`src/rtl/pc_pkg.sv`:
```
// ---------------------------------------------------------------------------
// pc_pkg
// Shared definitions for the instruction-fetch front end:
//   fetch_state_e    - fetch controller FSM states
//   PC_RESET_VECTOR  - default first fetch address after reset
// ---------------------------------------------------------------------------
package pc_pkg;

    typedef enum logic [1:0] {
        BOOT       = 2'd0,
        RUN        = 2'd1,
        WAIT       = 2'd2,
        REDIR_PEND = 2'd3
    } fetch_state_e;

    localparam logic [31:0] PC_RESET_VECTOR = 32'h0000_0000;

endpackage : pc_pkg

```
`src/rtl/pc_adder.sv`:
```
// ---------------------------------------------------------------------------
// pc_adder
// Sequential-fetch incrementer: pc_plus4 = pc + 4, wrapping modulo 2^WIDTH.
// Ports:
//   pc        in   WIDTH  current fetch address
//   pc_plus4  out  WIDTH  next sequential fetch address
// ---------------------------------------------------------------------------
module pc_adder #(
    parameter int WIDTH = 32
) (
    input  logic [WIDTH-1:0] pc,
    output logic [WIDTH-1:0] pc_plus4
);

    assign pc_plus4 = pc + WIDTH'(4);

endmodule : pc_adder

```
`src/rtl/fetch_ctrl.sv`:
```
// ---------------------------------------------------------------------------
// fetch_ctrl
// Program-counter and fetch-sequencing controller. Advances the PC when the
// instruction memory completes a request, holds on hazard stalls or memory
// wait, and applies branch/jump redirects. A redirect arriving while a memory
// request is outstanding is parked in pend_pc until that request completes;
// the instruction returned on that cycle is marked stale via discard.
// Ports:
//   clk           in   1      clock, rising edge
//   rst           in   1      asynchronous reset, active low
//   stall         in   1      hazard hold of sequential advance
//   PCsrc         in   1      redirect request from EX
//   redir_target  in   WIDTH  redirect address (low two bits ignored)
//   imem_rdy      in   1      instruction memory completes request this cycle
//   pc            out  WIDTH  current fetch address
//   pc_plus4      out  WIDTH  pc + 4
//   fetch_valid   out  1      fetch request active at pc
//   flush         out  1      kill IF/ID and ID/EX this cycle
//   discard       out  1      returned instruction is stale
//   redir_count   out  16     saturating count of accepted redirects
// ---------------------------------------------------------------------------
module fetch_ctrl
    import pc_pkg::*;
#(
    parameter int               WIDTH        = 32,
    parameter logic [WIDTH-1:0] RESET_VECTOR = WIDTH'(PC_RESET_VECTOR)
) (
    input  logic             clk,
    input  logic             rst,
    input  logic             stall,
    input  logic             PCsrc,
    input  logic [WIDTH-1:0] redir_target,
    input  logic             imem_rdy,
    output logic [WIDTH-1:0] pc,
    output logic [WIDTH-1:0] pc_plus4,
    output logic             fetch_valid,
    output logic             flush,
    output logic             discard,
    output logic [15:0]      redir_count
);

    fetch_state_e     state_q, state_d;
    logic [WIDTH-1:0] pc_q, pc_d;
    logic [WIDTH-1:0] pend_pc_q, pend_pc_d;
    logic [15:0]      redir_count_q, redir_count_d;

    logic [WIDTH-1:0] target_aligned;
    logic [1:0]       unused_target_lsbs;

    // Instructions are word aligned; the low target bits carry no meaning.
    assign target_aligned     = {redir_target[WIDTH-1:2], 2'b00};
    assign unused_target_lsbs = redir_target[1:0];

    pc_adder #(.WIDTH(WIDTH)) u_pc_adder (
        .pc       (pc_q),
        .pc_plus4 (pc_plus4)
    );

    always_comb begin
        state_d     = state_q;
        pc_d        = pc_q;
        pend_pc_d   = pend_pc_q;
        fetch_valid = (state_q != BOOT);
        flush       = 1'b0;
        discard     = 1'b0;

        unique case (state_q)
            BOOT: begin
                state_d = RUN;
            end

            RUN: begin
                if (PCsrc) begin
                    // No request outstanding that must be waited out: redirect now.
                    flush = 1'b1;
                    pc_d  = target_aligned;
                end else if (imem_rdy) begin
                    if (!stall) pc_d = pc_plus4;
                end else begin
                    state_d = WAIT;
                end
            end

            WAIT: begin
                if (PCsrc) begin
                    flush     = 1'b1;
                    pend_pc_d = target_aligned;
                    if (imem_rdy) begin
                        pc_d    = target_aligned;
                        state_d = RUN;
                    end else begin
                        state_d = REDIR_PEND;
                    end
                end else if (imem_rdy) begin
                    state_d = RUN;
                    if (!stall) pc_d = pc_plus4;
                end
            end

            REDIR_PEND: begin
                if (PCsrc) begin
                    flush     = 1'b1;
                    pend_pc_d = target_aligned;
                end
                if (imem_rdy) begin
                    // The completing request belongs to the old path.
                    discard = 1'b1;
                    pc_d    = PCsrc ? target_aligned : pend_pc_q;
                    state_d = RUN;
                end
            end

            default: begin
                state_d = BOOT;
            end
        endcase

        redir_count_d = redir_count_q;
        if (flush && (redir_count_q != 16'hFFFF)) begin
            redir_count_d = redir_count_q + 16'd1;
        end
    end

    always_ff @(posedge clk or negedge rst) begin
        if (!rst) begin
            state_q       <= BOOT;
            pc_q          <= RESET_VECTOR;
            pend_pc_q     <= RESET_VECTOR;
            redir_count_q <= '0;
        end else begin
            state_q       <= state_d;
            pc_q          <= pc_d;
            pend_pc_q     <= pend_pc_d;
            redir_count_q <= redir_count_d;
        end
    end

    assign pc          = pc_q;
    assign redir_count = redir_count_q;

endmodule : fetch_ctrl

```
`config.mk`:
```
export PLATFORM = sky130hd
export DESIGN_NAME = fetch_ctrl
export DESIGN_NICKNAME = d
export VERILOG_FILES = /design/src/rtl/pc_pkg.sv /design/src/rtl/pc_adder.sv /design/src/rtl/fetch_ctrl.sv
export SDC_FILE = /design/constraint.sdc
export NUM_CORES = 1
export LEC_CHECK = 0
export ABC_AREA = 1
export CAP_MARGIN = 40
export CORE_ASPECT_RATIO = 0.5
export CORE_MARGIN = 2
export CORE_UTILIZATION = 45
export CTS_CLUSTER_SIZE = 25
export DETAILED_ROUTE_END_ITERATION = 12
export GPL_TIMING_DRIVEN = 0
export PLACE_DENSITY = 0.73
export SYNTH_ARGS = -nofsm -noshare
export SYNTH_HDL_FRONTEND = slang
export SYNTH_SLANG_ARGS = --single-unit
export TNS_END_PERCENT = 100
```
`constraint.sdc`:
```
create_clock -name clk -period 1.76 [get_ports clk]
set_input_delay 0.264 -clock clk [delete_from_list [all_inputs] [get_ports clk]]
set_output_delay 0.264 -clock clk [all_outputs]
set_load 0.02 [all_outputs]
```
# Word level (Yosys, flattened, before mapping)
# Cells that the tools add are included.
dict set report word_totals {
  out_inout_bits 83
  input_bits 37
  elab_cells 40
  ff_bits 82
}
dict set report classes {
  n_reduce_logical 8
  n_addsub 2
  n_mux 18
  eq_ne 8
}
# operator n
set ops {}
lappend ops {{2-to-1 mux 32 bit} 7}
lappend ops {{case mux 32 bit (3 select lines)} 1}
lappend ops {{adder 32 x 3 -> 32 bit, second input constant} 1}
lappend ops {{adder 16 x 1 -> 16 bit, second input constant} 1}
lappend ops {{inequality test 16 bit, second input constant} 1}
lappend ops {{2-to-1 mux 2 bit} 5}
lappend ops {{case mux 2 bit (4 select lines)} 1}
lappend ops {{inequality test 2 bit, second input constant} 3}
lappend ops {{== test 2 bit, second input constant} 2}
lappend ops {{2-to-1 mux 1 bit} 4}
lappend ops {{inequality test 3 bit, second input constant} 1}
lappend ops {{AND reduction 3 bit} 1}
lappend ops {{nonzero test 3 bit} 1}
lappend ops {{OR reduction 3 bit} 1}
lappend ops {{== test 2 x 1 -> 1 bit, second input constant} 1}
lappend ops {{logical NOT 2 bit} 1}
lappend ops {{AND reduction 2 bit} 1}
lappend ops {{nonzero test 2 bit} 1}
lappend ops {{OR reduction 2 bit} 1}
lappend ops {{logical AND 1 bit} 1}

# Logic depth before layout (Yosys ltp)
# Gate-level depths: netlist of the first run.
dict set report depth {
  word_depth 5
  ltp_mapped 11
  ltp_nobuf 10
}

# Cells and area by module
# A second synthesis of the first run with hierarchy kept.
dict set report unflattened {
  cells_unflattened 726
  area_unflattened_um2 5006.1
}
# mod seq_area_each_um2 cells_per_inst area_per_inst_um2 n_inst
set modules_own_cells {}
lappend modules_own_cells {fetch_ctrl 2052.0 549 4096.4 1}
lappend modules_own_cells {pc_adder 0.0 177 909.6 1}

# Worst setup path after synthesis of the first run
# OpenSTA, ideal clock, no wires.
dict set report synth_path {
  path_type {register to register}
  start {register pc_q[3], in the netlist pc[3]}
  end {register pc_q[12], in the netlist pc[12]}
  setup_slack_ns -0.082
  setup_time_ns 0.077
  path_stages_with_launch 9
  period_less_slack_ns 1.842
  t_required_ns 1.683
  t_arrival_ns 1.765
  path_cell_list {dfrtp_1 > ha_1 > inv_1 > nor2_4 > nand2_4 > nor2_4 > xor2_1 > nand2_1 > a21oi_1}
}
dict set report synth_via {
  elab_chain_len 5
  elab_cells_between_ends 6
}
# item line_no
set synth_rtl {}
lappend synth_rtl {{start: declaration} fetch_ctrl.sv:43} ;# logic [WIDTH-1:0] pc_q, pc_d;
lappend synth_rtl {{start signal: assignment} fetch_ctrl.sv:132} ;# pc_q <= pc_d;
lappend synth_rtl {{adder 32 x 3 -> 32 bit *} pc_adder.sv:15} ;# assign pc_plus4 = pc + WIDTH'(4);
lappend synth_rtl {{named net pc_plus4[12]} fetch_ctrl.sv:35} ;# output logic [WIDTH-1:0] pc_plus4,
lappend synth_rtl {{2-to-1 mux 32 bit *} {fetch_ctrl.sv:78, fetch_ctrl.sv:96}}
lappend synth_rtl {{2-to-1 mux 32 bit *} fetch_ctrl.sv:77} ;# end else if (imem_rdy) begin
lappend synth_rtl {{2-to-1 mux 32 bit (on tied branches)} {fetch_ctrl.sv:85, fetch_ctrl.sv:73}}
lappend synth_rtl {{case mux 32 bit (3 select lines) *} fetch_ctrl.sv:67} ;# unique case (state_q)
# The timed path passes the listed nets; every way through them passes the cells marked *.
# A chain may end at the register's enable or synchronous reset.

# Worst setup path in the final report of the first run
dict set report layout_path {
  start {register pc_q[2], in the netlist pc[2]}
  end {output pc_plus4[10]}
}
dict set report layout_via {
  elab_chain_len 1
}
# item line_no
set layout_rtl {}
lappend layout_rtl {{adder 32 x 3 -> 32 bit} pc_adder.sv:15}
lappend layout_rtl {{end: declaration} fetch_ctrl.sv:35}
# Every way passes these cells.

==> Implementation_results.wiki, run 1 <==
{| class="wikitable"
! Metric !! Value
|-
| DP HPWL || around 10 mm
|-
| Total via count in the routed design || between 5000 and 6000
|-
| Count of buffers from port buffering || 117
|-
| Flops & latches, synth || 82
|-
| Reported net switching power || 3.41 mW
|-
| Mean instance size in the synthesized netlist || 7.23 um2
|-
| Primary FF master, synth || sky130_fd_sc_hd__dfrtp_1
|-
| Die width || 150 um
|-
| Maximum clock insertion buffer count || 2
|-
| Critical path start-end classification || flip-flop to primary output
|-
| Final RePlAce weighted congestion || 0.867
|-
| Top cell type's share of synthesized area || approximately 43%
|-
| Cell count after placement || 923
|-
| Number of antenna violations at the first check in global routing || 0
|-
| Clk sink count || 82
|-
| Largest area contributor in the netlist || sky130_fd_sc_hd__dfrtp_1
|-
| Maximum net fanout on the critical path || 4
|-
| Synthesis-to-layout area growth || 53.2%
|-
| Most common cell in the synthesized netlist || sky130_fd_sc_hd__nand2_1
|-
| Std-Cell Rows || 26
|-
| Placement Setup Slack || -0.569 ns
|-
| Final worst path period need || 2.06 ns
|-
| Num CTS Buffers || 9
|-
| Leakage power || roughly 3.5 nW
|-
| Peak VDD IR || 0.000772 V
|-
| Routed WL || around 15 mm
|-
| # H-tree levels || 3
|-
| Post-layout instance count excluding filler cells || 990
|-
| Tightest Hold Check Type || input port to async pin
|-
| Portion of the clock cycle consumed by the worst path in the final layout || 117%
|-
| Commonest cells in the netlist || sky130_fd_sc_hd__nand2_1, sky130_fd_sc_hd__nor2_1, sky130_fd_sc_hd__dfrtp_1
|-
| Tot Pwr || 8.82 mW
|-
| Run status || complete, but fails checks
|-
| Initial standard-cell utilization of the core || 46.6%
|-
| Worst Hold Slack || 0.353 ns
|-
| Overall global routing resource usage || 25.9%
|-
| Synthesized instance count || 665
|-
| Sequential area share after synthesis || 42.7%
|-
| Via count of the first global-routing pass || 4777
|-
| Number of filler instances in the final layout || 781
|-
| Internal power || between 5 and 6 mW
|-
| Final Setup Violations || 26
|-
| Max Slew Vio Count || 0
|-
| Clock-pin slew reported for the worst setup and hold paths after clock tree synthesis || 0.06 ns
|-
| Detailed-router iteration count before antenna repair || 6
|-
| # diodes || 0
|-
| Grt total ovfl || 0
|-
| Clock tree from TritonCTS || built
|-
| Worst endpoint data arrival time || 1.80 ns
|-
| Timing-limited maximum frequency || 0.486 GHz
|-
| Cell area after technology mapping || 4810 um2
|-
| Setup slack of the worst register-to-register path || 0.10 ns
|-
| Ports placed on the boundary || 120
|-
| Drt drc || 0
|-
| Placed cell areas || ~6200 um2
|-
| Die area || roughly 12000 um2
|-
| Total Negative Setup Slacks || -5.01 ns
|-
| CTS root buf || sky130_fd_sc_hd__clkbuf_16
|-
| Final hold vios || 0
|-
| Violations in the final reports || setup timing
|-
| Number of maximum-capacitance constraint violations || 0
|-
| Clock network fraction of total power || 23.0%
|-
| Power share of the sequential group || 31.5%
|-
| Worst EP required || 1.50 ns
|-
| First-pass GRT wire length || 23.4 mm
|-
| Final setup skew || between 0.004 and 0.005 ns
|-
| Total number of yosys warnings || 0
|-
| Via-to-Cell Ratio || 5.22
|-
| Largest net degree at the start of global routing || 62
|-
| Final ANT Viol Nets || 0
|-
| Switching portion of total power || 38.7%
|-
| Combinational share of power || 45.5%
|-
| Headroom to the max-slew limit || 63.5%
|-
| Total power density per cell area || 1200 nW/um2
|-
| Wire per inst || 15.6 um
|-
| Starting DRT DRC Count || 393
|-
| Worst-margin pin slew || between 0.5 and 0.6 ns
|-
| Number of distinct standard cells referenced by the synthesized netlist || 31
|-
| Number of synthesized flops with an enable pin || 0
|-
| Unrepaired setup endpoints after global routing || yes
|-
| Vertical extent of the die || 77.1 um
|-
| Core Region || 10300 um2
|-
| Layout net count || 885
|-
| Setup ws final || -0.299 ns
|-
| Fraction of synthesis flops using an asynchronous set or reset pin || 100%
|-
| Number of nets in the synthesized netlist || 704
|-
| Utilization of the core after routing || 71.4%
|-
| Synth area leaders || sky130_fd_sc_hd__dfrtp_1, sky130_fd_sc_hd__nand2_1, sky130_fd_sc_hd__nor2_1
|-
| Clock network latency to the later pin of the worst-skew pair || 0.34 ns
|-
| Share of post-route cells with drive strength above 1 || 26.9%
|-
| Startpoint Class || flip-flop
|-
| Design Area, Final || 7370 um2
|-
| Endpoint class of the critical path || primary output
|}
[layout by cell type, fill, tap and decap left out, types with 3 or more instances in the layout]
master | netlist | final
sky130_fd_sc_hd__nand3b_1 | 10 | 10
sky130_fd_sc_hd__nand3_1 | 13 | 11
sky130_fd_sc_hd__inv_2 | 2 | 3
sky130_fd_sc_hd__buf_6 | 0 | 33
sky130_fd_sc_hd__clkbuf_1 | 8 | 6
sky130_fd_sc_hd__nor2_4 | 11 | 16
sky130_fd_sc_hd__nor2_2 | 2 | 16
sky130_fd_sc_hd__nand4_1 | 3 | 3
sky130_fd_sc_hd__nand2_1 | 214 | 184
sky130_fd_sc_hd__inv_1 | 62 | 59
sky130_fd_sc_hd__xnor2_4 | 0 | 4
sky130_fd_sc_hd__a21oi_1 | 25 | 25
sky130_fd_sc_hd__dfrtp_1 | 82 | 64
sky130_fd_sc_hd__dlymetal6s2s_1 | 0 | 14
sky130_fd_sc_hd__nor2_1 | 103 | 84
sky130_fd_sc_hd__nand2_2 | 7 | 32
sky130_fd_sc_hd__xor2_1 | 15 | 10
sky130_fd_sc_hd__buf_4 | 4 | 52
sky130_fd_sc_hd__xor2_2 | 6 | 10
sky130_fd_sc_hd__dfrtp_2 | 0 | 18
sky130_fd_sc_hd__buf_2 | 9 | 6
sky130_fd_sc_hd__nand2_4 | 2 | 6
sky130_fd_sc_hd__o21ai_0 | 61 | 61
sky130_fd_sc_hd__dlygate4sd2_1 | 0 | 6
sky130_fd_sc_hd__clkbuf_16 | 0 | 9
sky130_fd_sc_hd__nor3_1 | 5 | 4
sky130_fd_sc_hd__clkdlybuf4s50_1 | 0 | 67
[sequential cells by signal, summed over array words and instances, names as in the netlist]
name,cells
pend_pc_q,32
pc,32
state_q,2
redir_count,16
[timing repair]
| action | in CTS | in global routing |
|---|---|---|
| buffers inserted | 35 | 17 |
| gates resized for setup | 212 | 100 |
| endpoints found under the setup margin | 38 | 86 |
| pin swaps | 20 | 34 |
| hold buffers | 1 | 0 |
| cloned | 0 | 1 |
| endpoints found under the hold margin | 21 | 0 |
[final timing paths]
path,start,end,cells past startpoint
max in group asynchronous,rst,pc[18]$_DFFE_PN0P_,3
worst max register to register,redir_count[0]$_DFFE_PN0P_,redir_count[7]$_DFFE_PN0P_,10
worst max-delay path,pc[2]$_DFFE_PN0P_,pc_plus4[10],8
min in group clk,pend_pc_q[10]$_DFFE_PN0P_,pend_pc_q[10]$_DFFE_PN0P_,2
worst min register to register,pend_pc_q[10]$_DFFE_PN0P_,pend_pc_q[10]$_DFFE_PN0P_,2
worst min-delay path,rst,redir_count[15]$_DFFE_PN0P_,2
[critical path: stages, from the launching register on]
cell	delay, ns
sky130_fd_sc_hd__dfrtp_2	0.42
sky130_fd_sc_hd__ha_4	0.18
sky130_fd_sc_hd__inv_4	0.04
sky130_fd_sc_hd__nor2_4	0.11
sky130_fd_sc_hd__nand2_4	0.11
sky130_fd_sc_hd__buf_4	0.16
sky130_fd_sc_hd__buf_6	0.12
sky130_fd_sc_hd__xnor2_4	0.17
sky130_fd_sc_hd__buf_6	0.14
[power by group through the flow]
stage	Clock, mW	Combinational, mW	Sequential, mW
finish	2.03	4.02	2.78
detailed placement	0	3.13	2.84
global placement	0	3.07	2.83
floorplan	0	1.43	3.05
global route	2.13	4.31	2.83
CTS	2.05	3.62	2.74
[area by class of cell]
type / count / area, um2 / share of cell area (%)
Multi-Input combinational cell: 496 / 2750 / 37.3
Sequential cell: 82 / 2070 / 28.2
Timing Repair Buffer: 170 / 1670 / 22.7
Inverter: 66 / 260 / 3.53
Clock buffer: 10 / 239 / 3.24
Tap cell: 140 / 175 / 2.38
Buffer: 20 / 114 / 1.55
Clock inverter: 5 / 78.8 / 1.07
Timing Repair inverter: 1 / 5.00 / 0.0679
[cells by family after synthesis]
kind of cell             Yosys count  share of synthesized area (%)
AO/OA/AOI/OAI                     94                           10.3
XOR/XNOR                          27                           5.86
buffers and inverters             87                           7.34
adder cells (fa/ha/maj)            2                          0.520
flip-flops                        82                           42.7
AND/OR/NAND/NOR                  373                           33.3
[layer usage]
layer	wire [um]	share of wire (%)	global-route usage, %	vias up
met5	0	0	0	-
met4	343	2.2	7.45	0
met3	1200	7.7	5.95	36
met2	7350	48	41.6	236
met1	6540	42	35.1	2469
li1	-	-	-	2430
No activity file was read; power rests on OpenSTA's default activity.
==> run 2: changes to the inputs <==
--- a/config.mk
+++ b/config.mk
@@ -8,8 +8,8 @@
 export ABC_AREA = 1
 export CAP_MARGIN = 40
 export CORE_ASPECT_RATIO = 0.5
-export CORE_MARGIN = 2
 export CORE_UTILIZATION = 45
+export CTS_CLUSTER_DIAMETER = 40
 export CTS_CLUSTER_SIZE = 25
 export DETAILED_ROUTE_END_ITERATION = 12
 export GPL_TIMING_DRIVEN = 0
==> Implementation_results.wiki, run 2 (synthesis gave the netlist of run 1 again) <==
{| class="wikitable"
! Metric !! Value
|-
| Run status || complete, but fails checks
|-
| Detailed-router iteration count before antenna repair || 6 (unchanged)
|-
| Worst Hold Slack || 0.478 ns (+0.125 ns)
|-
| Setup crit start || pc[3]$_DFFE_PN0P_
|-
| Total power density per cell area || 1190 nW/um2 (-0.60%)
|-
| Violations in the final reports || setup timing
|-
| Vertical extent of the die || 75.1 um (-2.6%)
|-
| Starting DRT DRC Count || 351 (-11%)
|-
| Tot Pwr || 8.66 mW (-1.8%)
|-
| Synthesis-to-layout area growth || 51.3%
|-
| # H-tree levels || 3 (unchanged)
|-
| Worst EP required || 1.50 ns (about the same)
|-
| Switching portion of total power || 39.1% (+0.45 points)
|-
| Num CTS Buffers || 9 (unchanged)
|-
| Number of maximum-capacitance constraint violations || 0 (unchanged)
|-
| Leakage power || 3.43 nW (-0.82%)
|-
| Clock tree from TritonCTS || built
|-
| Setup ws final || -0.293 ns (+0.00582 ns)
|-
| Most frequent cells in the layout || sky130_fd_sc_hd__nand2_1, sky130_fd_sc_hd__nor2_1, sky130_fd_sc_hd__clkdlybuf4s50_1
|-
| Clock network fraction of total power || 22.6% (-0.4 points)
|-
| Placed cell areas || 6190 um2 (-0.12%)
|-
| Ports placed on the boundary || 120 (unchanged)
|-
| Number of antenna violations at the first check in global routing || 0 (unchanged)
|-
| Timing-limited maximum frequency || 0.487 GHz (+0.28%)
|-
| Tightest Hold Check Type || input port to async pin
|-
| Largest net degree at the start of global routing || 51 (-18%)
|-
| Die area || 11100 um2 (-3.9%)
|-
| Share of post-route cells with drive strength above 1 || 25.1% (-1.8 points)
|-
| Critical path start-end classification || flip-flop to primary output
|-
| Via count of the first global-routing pass || 4584 (-4.0%)
|-
| Portion of the clock cycle consumed by the worst path in the final layout || 117% (-0.33 points)
|-
| Top cell family by delay on the critical path || buffers and inverters
|-
| Via-to-Cell Ratio || 5.09 (-2.6%)
|-
| Max Slew Vio Count || 0 (unchanged)
|-
| DP HPWL || 10.0 mm (-2.0%)
|-
| Total via count in the routed design || 5041 (-2.5%)
|-
| Final worst path period need || 2.05 ns (-0.00582 ns)
|-
| Critical path buffer and inverter count || 4 (unchanged)
|-
| Final RePlAce weighted congestion || 0.859 (-0.92%)
|-
| Slowest cell delay on critical path || 0.43 ns (about the same)
|-
| Dominant cell type by count on the critical path || sky130_fd_sc_hd__buf_6
|-
| Worst-margin pin slew || 0.645 ns (+0.0972 ns)
|-
| Die width || 148 um (-1.3%)
|-
| CTS root buf || sky130_fd_sc_hd__clkbuf_16
|-
| Layout net count || 885 (unchanged)
|-
| # diodes || 0 (unchanged)
|-
| Routed WL || 14.8 mm (-4.1%)
|-
| Overall global routing resource usage || 26.5% (+0.65 points)
|-
| First-pass GRT wire length || 22.6 mm (-3.6%)
|-
| Clk sink count || 82 (unchanged)
|-
| Count of buffers from port buffering || 117 (unchanged)
|-
| Most common library cell in the layout ignoring fill and taps || sky130_fd_sc_hd__nand2_1
|-
| Internal power || 5.27 mW (-2.6%)
|-
| Headroom to the max-slew limit || 57.0% (-6.5 points)
|-
| Clock network latency to the later pin of the worst-skew pair || 0.35 ns (about the same)
|-
| Startpoint Class || flip-flop
|-
| Initial standard-cell utilization of the core || 46.8% (+0.15 points)
|-
| Design Area, Final || 7270 um2 (-1.3%)
|-
| Critical path's slowest cell || sky130_fd_sc_hd__dfrtp_1
|-
| Maximum net fanout on the critical path || 4 (unchanged)
|-
| Final ANT Viol Nets || 0 (unchanged)
|-
| Final Setup Violations || 27 (+3.8%)
|-
| Final hold vios || 0 (unchanged)
|-
| Power share of the sequential group || 31.9% (+0.4 points)
|-
| Grt total ovfl || 0 (unchanged)
|-
| Number of cells on the critical path || 8 (unchanged)
|-
| Wire per inst || 14.9 um (-4.2%)
|-
| Combinational share of power || 45.5% (about the same)
|-
| Reg2reg start || pc[3]$_DFFE_PN0P_
|-
| Maximum clock insertion buffer count || 2 (unchanged)
|-
| Drt drc || 0 (unchanged)
|-
| Core Region || 10300 um2 (-0.32%)
|-
| Unrepaired setup endpoints after global routing || yes
|-
| Std-Cell Rows || 26 (unchanged)
|-
| Final setup skew || 0.00615 ns (+0.00169 ns)
|-
| Clock-pin slew reported for the worst setup and hold paths after clock tree synthesis || 0.06 ns (about the same)
|-
| Length in cells of the worst reg-to-reg path || 11 (+1)
|-
| Endpoint class of the critical path || primary output
|-
| Crit-path cells || ha_4 > inv_4 > nor2_4 > nand2_4 > buf_4 > buf_6 > xnor2_4 > buf_6
|-
| Reported net switching power || 3.39 mW (-0.72%)
|-
| Peak VDD IR || 0.000670 V (-13%)
|-
| Worst endpoint data arrival time || 1.79 ns (about the same)
|-
| Placement Setup Slack || -0.550 ns (+0.0195 ns)
|}
==> run 2: layer usage <==
layer	vias up	routed length (um)	global-route usage, %
met1	2392	6510	35.0
met3	17	1010	5.39
met4	0	177	6.53
met2	189	7100	45.6
li1	2443	-	-
met5	-	0	0
==> run 2: repair_timing <==
item                                    CTS  global route
endpoints found under the hold margin    49             0
gates cloned                              0             1
gates resized for setup                 207            82
setup buffers                            39            13
endpoints found under the setup margin   34            78
hold buffers                              1             0
pin swaps                                17            23
==> run 2: final timing paths <==
path | to | slack, ns
worst max-delay path | pc_plus4[10] | -0.29
worst min-delay path | redir_count[13]$_DFFE_PN0P_ | 0.48
worst max register to register | pc[10]$_DFFE_PN0P_ | -0.01
worst min register to register | pend_pc_q[31]$_DFFE_PN0P_ | 0.49
max in group asynchronous | pc[24]$_DFFE_PN0P_ | 0.63
min in group clk | pend_pc_q[31]$_DFFE_PN0P_ | 0.49
==> run 2: worst register-to-register path: stages (launching register included) <==
cell and delay (ns):
sky130_fd_sc_hd__dfrtp_1 0.43, sky130_fd_sc_hd__ha_4 0.19, sky130_fd_sc_hd__inv_4 0.04, sky130_fd_sc_hd__nor2_4 0.11
sky130_fd_sc_hd__nand2_4 0.11, sky130_fd_sc_hd__buf_4 0.16, sky130_fd_sc_hd__buf_6 0.12, sky130_fd_sc_hd__xnor2_4 0.15
sky130_fd_sc_hd__buf_4 0.13, sky130_fd_sc_hd__buf_4 0.09, sky130_fd_sc_hd__nand2_1 0.05, sky130_fd_sc_hd__a21oi_2 0.12
==> run 2: power by group through the flow <==
stage | logic (mW) | clock network, mW | registers (mW)
floorplan | 1.43 | 0 | 3.05
global placement | 3.06 | 0 | 2.83
detailed placement | 3.11 | 0 | 2.84
CTS | 3.59 | 1.97 | 2.74
global route | 4.21 | 2.07 | 2.81
finish | 3.94 | 1.96 | 2.76
==> run 2: per-stage QoR <==
step | utilization [%] | setup TNS, ns | std cells
CTS | 67.1 | -4.29 | 979
floorplan | - | -0.0168 | 665
finish | 70.8 | -5.26 | 991
global route | 70.8 | -6.92 | 991
detailed placement | 60.2 | -18.16 | 923
global placement | 60.0 | -229.71 | 922
==> run 2: layout make-up <==
class | count | area (um2)
Clock inverter | 4 | 50.0
Timing Repair inverter | 1 | 7.51
Clock buffer | 12 | 256
Inverter | 66 | 260
Buffer | 20 | 110
Multi-Input combinational cell | 496 | 2700
Fill cell | 819 | 3010
Tap cell | 140 | 175
Sequential cell | 82 | 2070
Timing Repair Buffer | 170 | 1640
==> run 3: changes to the inputs <==
--- a/config.mk
+++ b/config.mk
@@ -12,8 +12,9 @@
 export CTS_CLUSTER_DIAMETER = 40
 export CTS_CLUSTER_SIZE = 25
 export DETAILED_ROUTE_END_ITERATION = 12
+export DONT_BUFFER_PORTS = 1
 export GPL_TIMING_DRIVEN = 0
-export PLACE_DENSITY = 0.73
+export PLACE_DENSITY = 0.59
 export SYNTH_ARGS = -nofsm -noshare
 export SYNTH_HDL_FRONTEND = slang
 export SYNTH_SLANG_ARGS = --single-unit
==> Implementation_results.wiki, run 3 (synthesis gave the netlist of run 1 again) <==
{| class="wikitable"
! Metric !! Value
|-
| Run status || complete, but fails checks
|-
| Violations in the final reports || hold timing, setup timing
|-
| Top layer reached by signal wires || met4
|-
| Total Negative Setup Slacks || -8.54 ns (-3.27 ns)
|-
| # H-tree levels || 3 (unchanged)
|-
| Ports placed on the boundary || 120 (unchanged)
|-
| Register area || 2090 um2 (+0.84%)
|-
| Most frequent cells in the layout || sky130_fd_sc_hd__nand2_1, sky130_fd_sc_hd__nor2_1, sky130_fd_sc_hd__o21ai_0
|-
| Unrepaired setup endpoints after global routing || yes
|-
| First-pass GRT wire length || 20.9 mm (-7.3%)
|-
| Startpoint Class || flip-flop
|-
| Starting DRT DRC Count || 201 (-43%)
|-
| Routed WL || 13.4 mm (-9.3%)
|-
| Worst EP required || 1.50 ns (about the same)
|-
| Clock network latency to the later pin of the worst-skew pair || 0.34 ns (about the same)
|-
| Final worst path period need || 2.16 ns (+0.111 ns)
|-
| Number of maximum-capacitance constraint violations || 0 (unchanged)
|-
| Final hold vios || 82 (+82)
|-
| Final setup skew || 0.00449 ns (-0.00167 ns)
|-
| Worst-margin pin slew || 0.664 ns (+0.0185 ns)
|-
| Wire length on met1 || 5.97 mm (-8.2%)
|-
| Max Slew Vio Count || 0 (unchanged)
|-
| Total power density per cell area || 1230 nW/um2 (+3.0%)
|-
| Final RePlAce weighted congestion || 0.865 (+0.69%)
|-
| Endpoint class of the critical path || primary output
|-
| Maximum net fanout on the critical path || 5 (+1)
|-
| Via count of the first global-routing pass || 4024 (-12%)
|-
| Count of buffers from port buffering || 0 (-100%)
|-
| Synthesis-to-layout area growth || 23.1%
|-
| Worst endpoint data arrival time || 1.90 ns (+0.11 ns)
|-
| Peak VDD IR || 0.000576 V (-14%)
|-
| Setup ws final || -0.404 ns (-0.111 ns)
|-
| Final Setup Violations || 38 (+41%)
|-
| Layout net count || 727 (-18%)
|-
| Timing-limited maximum frequency || 0.462 GHz (-5.1%)
|-
| Worst Hold Slack || -0.384 ns (-0.862 ns)
|-
| Detailed-router iteration count before antenna repair || 5 (-1)
|-
| # diodes || 0 (unchanged)
|-
| DP HPWL || 9.74 mm (-2.7%)
|-
| Clk sink count || 82 (unchanged)
|-
| Number of antenna violations at the first check in global routing || 0 (unchanged)
|-
| Portion of the clock cycle consumed by the worst path in the final layout || 123% (+6.3 points)
|-
| Std-Cell Rows || 26 (unchanged)
|-
| Number of filler instances in the final layout || 983 (+20%)
|-
| Wire per inst || 16.1 um (+7.9%)
|-
| Core Region || 10300 um2 (unchanged)
|-
| Length in cells of the worst reg-to-reg path || 6 (-5)
|-
| Multi-input combinational cell area || 2890 um2 (+6.9%)
|-
| Share of post-route cells with drive strength above 1 || 25.4% (+0.25 points)
|-
| Grt total ovfl || 0 (unchanged)
|-
| Total via count in the routed design || 4333 (-14%)
|-
| Crit Reg-Reg Endpoint || pc[7]$_DFFE_PN0P_
|-
| Clock tree from TritonCTS || built
|-
| Via-to-Cell Ratio || 5.20 (+2.3%)
|-
| Initial standard-cell utilization of the core || 46.8% (unchanged)
|-
| Die area || 11100 um2 (unchanged)
|-
| Leakage power || 2.64 nW (-23%)
|-
| Detailed route wirelength on metal2 || 6.17 mm (-13%)
|-
| Vertical extent of the die || 75.1 um (unchanged)
|-
| Largest net degree at the start of global routing || 83 (+63%)
|-
| Tightest Hold Check Type || input port to async pin
|-
| Reg2reg start || pc[2]$_DFFE_PN0P_
|-
| Drt drc || 0 (unchanged)
|-
| Clock-pin slew reported for the worst setup and hold paths after clock tree synthesis || 0.06 ns (about the same)
|-
| Overall global routing resource usage || 24.7% (-1.8 points)
|-
| Setup slack of the worst register-to-register path || -0.15 ns (-0.14 ns)
|-
| Most common library cell in the layout ignoring fill and taps || sky130_fd_sc_hd__nand2_1
|-
| Num CTS Buffers || 9 (unchanged)
|-
| Routed length on met3 || 1.17 mm (+16%)
|-
| Headroom to the max-slew limit || 55.4% (-1.6 points)
|-
| Die width || 148 um (unchanged)
|-
| Critical path start-end classification || flip-flop to primary output
|-
| Maximum clock insertion buffer count || 2 (unchanged)
|-
| CTS root buf || sky130_fd_sc_hd__clkbuf_16
|-
| Final ANT Viol Nets || 0 (unchanged)
|}
-- run 3: cell type report --
cell class / count / share of cell area [%]
Multi-Input combinational cell: 496 / 48.8
Timing Repair inverter: 1 / 0.127
Buffer: 20 / 1.86
Tap cell: 140 / 2.96
Sequential cell: 82 / 35.4
Clock buffer: 9 / 3.81
Clock inverter: 7 / 0.783
Timing Repair Buffer: 12 / 1.90
Inverter: 66 / 4.40
-- run 3: routing by layer --
| layer | global-route usage (%) | vias up |
|---|---|---|
| met5 | 0 | - |
| met4 | 4.81 | 0 |
| met3 | 8.97 | 11 |
| met2 | 40.0 | 138 |
| met1 | 32.5 | 2064 |
| li1 | - | 2120 |
-- run 3: worst max path at each step --
stage,start,end,cells past startpoint
5_1_grt,pc[2]$_DFFE_PN0P_,pc_plus4[7],4
4_1_cts,pc[2]$_DFFE_PN0P_,pc_plus4[23],6
6_report,pc[2]$_DFFE_PN0P_,pc_plus4[7],4
3_3_place_gp,pc[2]$_DFFE_PN0P_,pc[26]$_DFFE_PN0P_,9
3_5_place_dp,pc[2]$_DFFE_PN0P_,pc[22]$_DFFE_PN0P_,9
2_1_floorplan,pc[3]$_DFFE_PN0P_,pc[18]$_DFFE_PN0P_,8
-- run 3: critical path, stage by stage, from the launching register on --
cell and delay [ns]:
sky130_fd_sc_hd__dfrtp_2 0.49, sky130_fd_sc_hd__inv_1 0.22, sky130_fd_sc_hd__nor2_4 0.20, sky130_fd_sc_hd__nand2_2 0.10, sky130_fd_sc_hd__xnor2_1 0.55
-- run 3: where the power goes --
group / switching, mW / leakage, nW / internal, mW
clock: 0.786 / 0.127 / 0.950
combinational: 1.37 / 1.54 / 0.795
sequential: 1.02 / 0.972 / 2.34
-- run 3: what timing repair did --
action | in CTS | in global routing
cloned | 0 | 1
endpoints found under the hold margin | 82 | 82
resized for setup | 85 | 68
buffers inserted | 9 | 5
endpoints found under the setup margin | 67 | 75
pin swaps | 26 | 21
-- run 3: per-stage QoR --
step	worst slack [ns]	power (mW)	cells	area, um2	utilization (%)
2_1_floorplan	-0.0103	4.48	665	4820	-
3_3_place_gp	-0.254	4.91	805	5000	48.6
3_5_place_dp	-0.256	4.95	805	5000	48.6
4_1_cts	-0.397	7.07	830	5660	55.0
5_1_grt	-0.462	7.67	833	5920	57.5
6_report	-0.404	7.26	833	5920	57.5
